==> src/rtl/segment_pkg.sv <==
// Shared mode encodings and defaults for the segment display path.
// Also used by the downstream segment decoder.
package segment_pkg;

    localparam int DEBOUNCE_CYCLES_DEF = 50000;
    localparam int IDLE_TIMEOUT_DEF    = 500000000;

    localparam logic [2:0] MODE_HEX   = 3'b011;
    localparam logic [2:0] MODE_BCD   = 3'b101;
    localparam logic [2:0] MODE_DEC   = 3'b110;
    localparam logic [2:0] MODE_BLANK = 3'b111;

    // State encoding equals the mode word, so ModeCode is the state register.
    typedef enum logic [2:0] {
        ST_BLANK = MODE_BLANK,
        ST_HEX   = MODE_HEX,
        ST_BCD   = MODE_BCD,
        ST_DEC   = MODE_DEC
    } mode_state_t;

endpackage

==> src/rtl/button_debounce.sv <==
// Two-flop synchronizer and counter debouncer for one active-low button.
// Emits the debounced level and a one-cycle pulse on a debounced fall.
module button_debounce
    import segment_pkg::*;
#(
    parameter int DEBOUNCE_CYCLES = DEBOUNCE_CYCLES_DEF
) (
    input  logic clk,
    input  logic rst_n,
    input  logic raw,
    output logic level,
    output logic fall
);

    localparam int CW = $clog2(DEBOUNCE_CYCLES + 1);

    logic          sync1;
    logic          sync2;
    logic          level_prev;
    logic [CW-1:0] cnt;
    logic          differ;
    logic          done;

    assign differ = (sync2 != level);
    assign done   = differ && (cnt == CW'(DEBOUNCE_CYCLES - 1));

    // Synchronize, count disagreeing samples, flip level, detect the fall.
    always_ff @(posedge clk or negedge rst_n) begin
        if (!rst_n) begin
            sync1      <= 1'b1;
            sync2      <= 1'b1;
            level      <= 1'b1;
            level_prev <= 1'b1;
            fall       <= 1'b0;
            cnt        <= '0;
        end else begin
            sync1      <= raw;
            sync2      <= sync1;
            level_prev <= level;
            fall       <= level_prev & ~level;
            if (!differ) begin
                cnt <= '0;
            end else if (done) begin
                cnt   <= '0;
                level <= sync2;
            end else begin
                cnt <= cnt + CW'(1);
            end
        end
    end

endmodule

==> src/rtl/segment_mode_controller.sv <==
// Button-driven display mode FSM with switch passthrough and idle blanking.
// Mode word is registered; ModeChange marks the first cycle of a new mode.
module segment_mode_controller
    import segment_pkg::*;
#(
    parameter int DEBOUNCE_CYCLES = DEBOUNCE_CYCLES_DEF,
    parameter int IDLE_TIMEOUT    = IDLE_TIMEOUT_DEF
) (
    input  logic       clk,
    input  logic       rst_n,
    input  logic [2:0] Buttons,
    input  logic [3:0] Switches,
    output logic [2:0] ModeCode,
    output logic [3:0] SwitchesOut,
    output logic       ModeChange
);

    localparam int IW = $clog2(IDLE_TIMEOUT + 1);

    logic [2:0]  btn_level;
    logic [2:0]  btn_fall;
    logic        unused_level;
    logic [3:0]  sw_sync1;
    logic [3:0]  sw_sync2;
    logic [3:0]  sw_prev;
    logic        sw_change;
    logic        press;
    mode_state_t state_q;
    mode_state_t state_d;
    mode_state_t sel;
    logic [IW-1:0] idle_q;
    logic [IW-1:0] idle_d;

    for (genvar i = 0; i < 3; i++) begin : g_btn
        button_debounce #(
            .DEBOUNCE_CYCLES(DEBOUNCE_CYCLES)
        ) u_btn (
            .clk  (clk),
            .rst_n(rst_n),
            .raw  (Buttons[i]),
            .level(btn_level[i]),
            .fall (btn_fall[i])
        );
    end

    assign unused_level = ^btn_level;
    assign sw_change    = (SwitchesOut != sw_prev);
    assign press        = |btn_fall;
    assign ModeCode     = state_q;

    // Switch synchronizer and one-cycle history for change detection.
    always_ff @(posedge clk or negedge rst_n) begin
        if (!rst_n) begin
            sw_sync1    <= '0;
            sw_sync2    <= '0;
            SwitchesOut <= '0;
            sw_prev     <= '0;
        end else begin
            sw_sync1    <= Switches;
            sw_sync2    <= sw_sync1;
            SwitchesOut <= sw_sync2;
            sw_prev     <= SwitchesOut;
        end
    end

    // Next mode: prioritized press with toggle-off, else idle timeout.
    always_comb begin
        state_d = state_q;
        sel     = state_q;
        idle_d  = idle_q;
        if (btn_fall[2]) begin
            sel = ST_HEX;
        end else if (btn_fall[1]) begin
            sel = ST_BCD;
        end else if (btn_fall[0]) begin
            sel = ST_DEC;
        end
        if (press) begin
            state_d = (sel == state_q) ? ST_BLANK : sel;
        end else if (state_q != ST_BLANK &&
                     idle_q == IW'(IDLE_TIMEOUT)) begin
            state_d = ST_BLANK;
        end
        if (press || sw_change || state_q == ST_BLANK) begin
            idle_d = '0;
        end else if (idle_q != IW'(IDLE_TIMEOUT)) begin
            idle_d = idle_q + IW'(1);
        end
    end

    // Mode, idle counter and change pulse registers.
    always_ff @(posedge clk or negedge rst_n) begin
        if (!rst_n) begin
            state_q    <= ST_BLANK;
            idle_q     <= '0;
            ModeChange <= 1'b0;
        end else begin
            state_q    <= state_d;
            idle_q     <= idle_d;
            ModeChange <= (state_d != state_q);
        end
    end

endmodule
==> config.mk <==
export PLATFORM = sky130hd
export DESIGN_NAME = segment_mode_controller
export DESIGN_NICKNAME = d
export VERILOG_FILES = /design/src/rtl/segment_pkg.sv /design/src/rtl/button_debounce.sv /design/src/rtl/segment_mode_controller.sv
export SDC_FILE = /design/constraint.sdc
export NUM_CORES = 1
export LEC_CHECK = 0
export ABC_AREA = 1
export ABC_CLOCK_PERIOD_IN_PS = 4400
export BUFFER_PORTS_ARGS = -buffer_cell sky130_fd_sc_hd__buf_2
export CORE_UTILIZATION = 30
export DETAILED_ROUTE_END_ITERATION = 6
export SYNTH_ARGS = -nofsm -noshare
export SYNTH_HDL_FRONTEND = slang
export SYNTH_SLANG_ARGS = --single-unit
export TNS_END_PERCENT = 30
==> constraint.sdc <==
create_clock -name clk -period 4.4 [get_ports clk]
set_clock_uncertainty 0.2 [all_clocks]
set_input_delay 0.88 -clock clk [delete_from_list [all_inputs] [get_ports clk]]
set_output_delay 0.88 -clock clk [all_outputs]
set_load 0.005 [all_outputs]
* Word level (Yosys, flattened, before mapping)
Index checks and enable logic that the tools add are counted.
** Operators by class
- $add $sub $neg :: 4
- $mul :: 0
- Divide/modulo/power cells :: 0
- $lt $le $gt $ge :: 0
- Eq/ne operators :: 13
- Shifts and indexed selects :: 0
- Multiplexer cells :: 14
- Bitwise logic cells :: 6
- Reductions and logical operators :: 11
** Operators by type and width (number)
- two-way mux 16 bit :: 6
- two-way mux 29 bit :: 2
- adder 16 x 1 -> 16 bit, second input constant :: 3
- equality test 16 bit, second input constant :: 3
- adder 29 x 1 -> 29 bit, second input constant :: 1
- equality test 29 bit, second input constant :: 1
- inequality test 29 bit, second input constant :: 1
- two-way mux 3 bit :: 6
- AND reduction 2 bit :: 3
- logical AND 1 bit :: 4
- inequality test 4 bit :: 1
- bitwise AND 1 bit :: 3
- equality test 3 bit :: 1
- equality test 3 bit, second input constant :: 1
- inequality test 1 bit :: 3
- inequality test 3 bit :: 1
- inequality test 3 bit, second input constant :: 1
- inverter 1 bit :: 3
- OR reduction 3 bit :: 1
- logical OR 1 bit :: 2
- nonzero test 2 bit :: 1
** Storage, ports and cells
- Register bits :: 112
- Latch bits :: 0
- Memory bits (writable) :: 0
- Memory bits (read-only) :: 0
- Bits of input ports :: 9
- Output and inout port bits :: 8
- Logic and storage cells :: 73
- Memories kept :: 0

* Depth between registers and ports, before layout
- Word-level depth :: 7
- Depth in mapped cells :: 12
- Depth with buffers taken out :: 12

* Hierarchy
A second synthesis with hierarchy kept.
** Unflattened totals
- Cells, all modules :: 789
- Area total of the unflattened synthesis :: 6038.3 µm²
** By module, submodules not included
- button_debounce :: instances 3, cells each 146, area each 1108.6 µm², seq. area each 530.5 µm²
- segment_mode_controller :: instances 1, cells each 351, area each 2712.6 µm², seq. area each 1229.9 µm²

* Worst setup path before layout
No wires, ideal clock.
- Path kind :: register -> register
- Start point :: register idle_q[0]
- End point :: register idle_q[20]
- Library setup time :: 0.127 ns
- Arrival time :: 1.318 ns
- Data required time :: 4.073 ns
- Setup slack :: 2.756 ns
- Cell stages (with the launch flop) :: 9
- Path buffers :: 0
- Clock period less this slack :: 1.644 ns
- Path through :: dfrtp_1 ha_1 inv_1 nor2_4 nand2_2 nor2_4 nand4_2 o21ai_1 a21oi_1
** On the way
- Cells in the longest elaborated chain, start to end :: 3
- Elaborated cells between the ends (all ways) :: 5
- Those cells by class :: add/sub: 1; eq/ne: 1; mux: 2; reduce/logical: 1
** RTL lines
- from (decl) :: RTL line segment_mode_controller.sv:31 : logic [IW-1:0] idle_q;
- from (signal assigned) :: RTL line segment_mode_controller.sv:99 : idle_q <= idle_d;
- adder 29 x 1 -> 29 bit :: RTL line segment_mode_controller.sv:87 : idle_d = idle_q + IW'(1);
- two-way mux 29 bit :: RTL line segment_mode_controller.sv:86 : end else if (idle_q != IW'(IDLE_TIMEOUT)) begin
- two-way mux 29 bit :: RTL line segment_mode_controller.sv:84 : if (press || sw_change || state_q == ST_BLANK) begin
Parallel ways exist; a longest one is shown, timed or not. The select of a mux whose other input is x is not followed.
A chain may end at the register's enable or synchronous reset.

* Worst setup path after layout
- Start point :: register g_btn[2].u_btn.fall
- End point :: register idle_q[20]
** On the way
- Cells in the longest elaborated chain, start to end :: 4
- Elaborated cells between the ends (all ways) :: 5
- Those cells by class :: mux: 1; reduce/logical: 4
** RTL lines
- from (decl) :: RTL line button_debounce.sv:12 : output logic fall
- from (signal assigned) :: RTL line button_debounce.sv:40 : fall <= level_prev & ~level;
- OR reduction 3 bit * :: RTL line segment_mode_controller.sv:48 : assign press = |btn_fall;
- logical OR 1 bit * (2 in a row) :: RTL line segment_mode_controller.sv:84
- two-way mux 29 bit / nonzero test 2 bit (equally long branches)
Every way passes the cells marked *; elsewhere a longest branch is shown, timed or not.

==> metrics.csv <==
metric,value,unit
crit path buf inv count,2,
placed cell areas,0.005913,mm²
"Seq/Total Area, Yosys",50.87,%
Worst-Skew Late Latency,0.35,ns
TritonCTS clock tree,done,
CP endpoint kind,register,
via count,4234,
syn_area_per_cell,8.062,µm²
maximum vdd drop,223.7,µV
"Net count, final",727,
n_diodes,0,
critical path's top delay family,simple AND/OR/NAND/NOR gates,
RSZ-0062 raised after global routing,false,
hold buffer count at cts,0,
Final Cycle Share,52.81,%
largest net degree at the start of global routing,71,
Post-Synth XOR/XNOR Area,3.000,%
Worst Path Max Fanout,19,
final wirelength,10510,µm
CP max stage cell,nand4_1,
Mapped Cells,688,
compound-cell area share of the yosys netlist,7.196,%
"most common cell after layout, fill and taps aside",nand2_1,
post-DP HPWL,7628,µm
"Reg clk slew, reported paths",0.08,ns
final hold viol count,0,
RePlAce Congestion,0.8266,
Placed Cells,931,
Post-Synth Simple-Gate Area,29.89,%
share of cells above drive strength 1,11.42,%
final instance area,0.006213,mm²
Syn Nets,702,
Site Rows,49,
library cells used by synthesis,37,
gr ovfl total,0,
cell area after synthesis,0.005547,mm²
Worst slew margin,40.50,%
Die X,138.0,µm
die footprint,0.01904,mm²
CP Class,register to register,
WP data required,4.47,ns
outcome,completed,
Initial Util,30.77,%
dpl ws,2.090,ns
mux contribution to synthesized area,0,%
number of synthesized register bits,112,
area grow syn2layout,12.02,%
leakage power,0.002852,µW
Pre-antenna DRT Iters,4,
Post CTS Setup Buffer Count,0,
gr usage total,12.42,%
# IOs,17,
ordered list of cells on the worst path,inv_2 -> nand3_2 -> nor2_1 -> nand4_1 -> inv_2 -> o21ai_1 -> a21oi_1,
startpoint types,register,
Slew Limit Fails,0,
DRC viols,0,
Finished Layout Cells,947,
first-pass GRT wire length,18720,µm
endpoints failing setup,0,
minimum clock period,2.324,ns
setup ws final,2.076,ns
total number of yosys warnings,0,
worst reg2reg setup slack,2.08,ns
vias in the first global route,4023,
Most Frequent Cell on Critical Path,inv_2,
Worst EP arrival,2.40,ns
drt initial violations,234,
# resized after CTS,0,
root buffer cell,clkbuf_16,
largest family of logic cells by synthesized area,simple AND/OR/NAND/NOR gates,
wire length per cell,11.10,µm
Worst Hold Class,register to register,
Worst-Margin Slew,0.8925,ns
Vert. Die Dim,138.0,µm
critical path's largest stage delay,0.49,ns
pwr/cell area,312.2,mW/mm²
CTS buffer count,9,
Antenna Nets Post-Route,0,
Port Buf Inserts,16,
clock buffer depth,2,
Post-Synth Adder-Cell Area,1.128,%
clock sinks,112,
initial antenna violation count,0,
Fmax achieved,0.4304,GHz
core footprint,0.01802,mm²
Setup Total Neg Slack,0,ns
drt via density,4.471,
max_cap viols,0,
"commonest cells after routing, fill and taps aside","147 x nand2_1, 107 x inv_1, 102 x nor2_1, 97 x dfrtp_1, 36 x nand3_1",
post-layout util,34.47,%
H-Tree Depth,3,
[area by class of cell]
| class | instances | area [µm²] |
|---|---|---|
| Fill cell | 1903 | 11810 |
| Sequential cell | 112 | 2821 |
| Multi-Input combinational cell | 462 | 2286 |
| Inverter | 111 | 416.7 |
| Tap cell | 229 | 286.5 |
| Clock buffer | 10 | 239.0 |
| Timing Repair Buffer | 17 | 102.6 |
| Clock inverter | 6 | 61.31 |
[per-layer routing]
metal | vias to the layer above | part of all wire, % | global-route usage [%]
li1 | 2233 | - | -
met1 | 1949 | 51 | 17.29
met2 | 38 | 45 | 19.11
met3 | 14 | 2.9 | 2.961
met4 | 0 | 1.4 | 3.502
met5 | - | 0 | 0
[final timing paths]
check                                    start                   end  cells after the start
min reg2reg                        sw_sync2[2]        SwitchesOut[2]                      0
min                                sw_sync2[2]        SwitchesOut[2]                      0
max in group asynchronous                rst_n  g_btn[1].u_btn.sync1                      2
max reg2reg                g_btn[2].u_btn.fall            idle_q[20]                      7
max                        g_btn[2].u_btn.fall            idle_q[20]                      7
min in group asynchronous                rst_n             idle_q[6]                      1
[cell usage after synthesis, drive strengths merged]
cell / count / area, µm²
xor2: 15 / 131.4
a21o: 2 / 15.01
o21ai: 34 / 170.2
o21bai: 1 / 7.510
nand3: 38 / 200.2
and3: 1 / 6.260
nand3b: 4 / 30.03
nand2: 152 / 588.1
nor4: 4 / 37.53
clkbuf: 1 / 3.750
o211a: 1 / 10.01
ha: 5 / 62.56
a31oi: 4 / 25.02
nor3b: 3 / 22.52
a211oi: 4 / 30.03
or2: 3 / 18.77
nand4: 13 / 87.58
nor3: 35 / 190.2
dfstp: 15 / 394.1
dfrtp: 97 / 2427
xnor2: 4 / 35.03
inv: 111 / 416.7
buf: 2 / 18.77
a21oi: 26 / 141.4
nor2: 113 / 476.7
[metrics by stage]
| step | total power [µW] | hold slack [ns] |
|---|---|---|
| CTS | 1978 | 0.1536 |
| global placement | 1146 | 0.1318 |
| detailed placement | 1146 | 0.1355 |
| floorplan | 1108 | 0.1312 |
| global route | 2029 | 0.1557 |
| finish | 1940 | 0.1504 |
[flip-flops by register name, summed over array words and instances (netlist names)]
name / count
g_btn.u_btn.level_prev: 3
sw_sync1: 4
g_btn.u_btn.cnt: 48
g_btn.u_btn.sync2: 3
ModeChange: 1
sw_prev: 4
g_btn.u_btn.fall: 3
SwitchesOut: 4
g_btn.u_btn.sync1: 3
sw_sync2: 4
g_btn.u_btn.level: 3
ModeCode: 3
idle_q: 29
[where the power goes]
group	internal, µW	leakage [µW]	switching, µW
registers	1050	0.00147	9.14
logic	18.6	0.00124	46.7
clock network	414	0.000144	403
[logic make-up after synthesis]
family,count (synthesis)
compound gates,72
simple gates,366
fa+ha+maj,5
flops,112
buf+inv,114
xor+xnor,19
(Power assumes the default switching activity.)
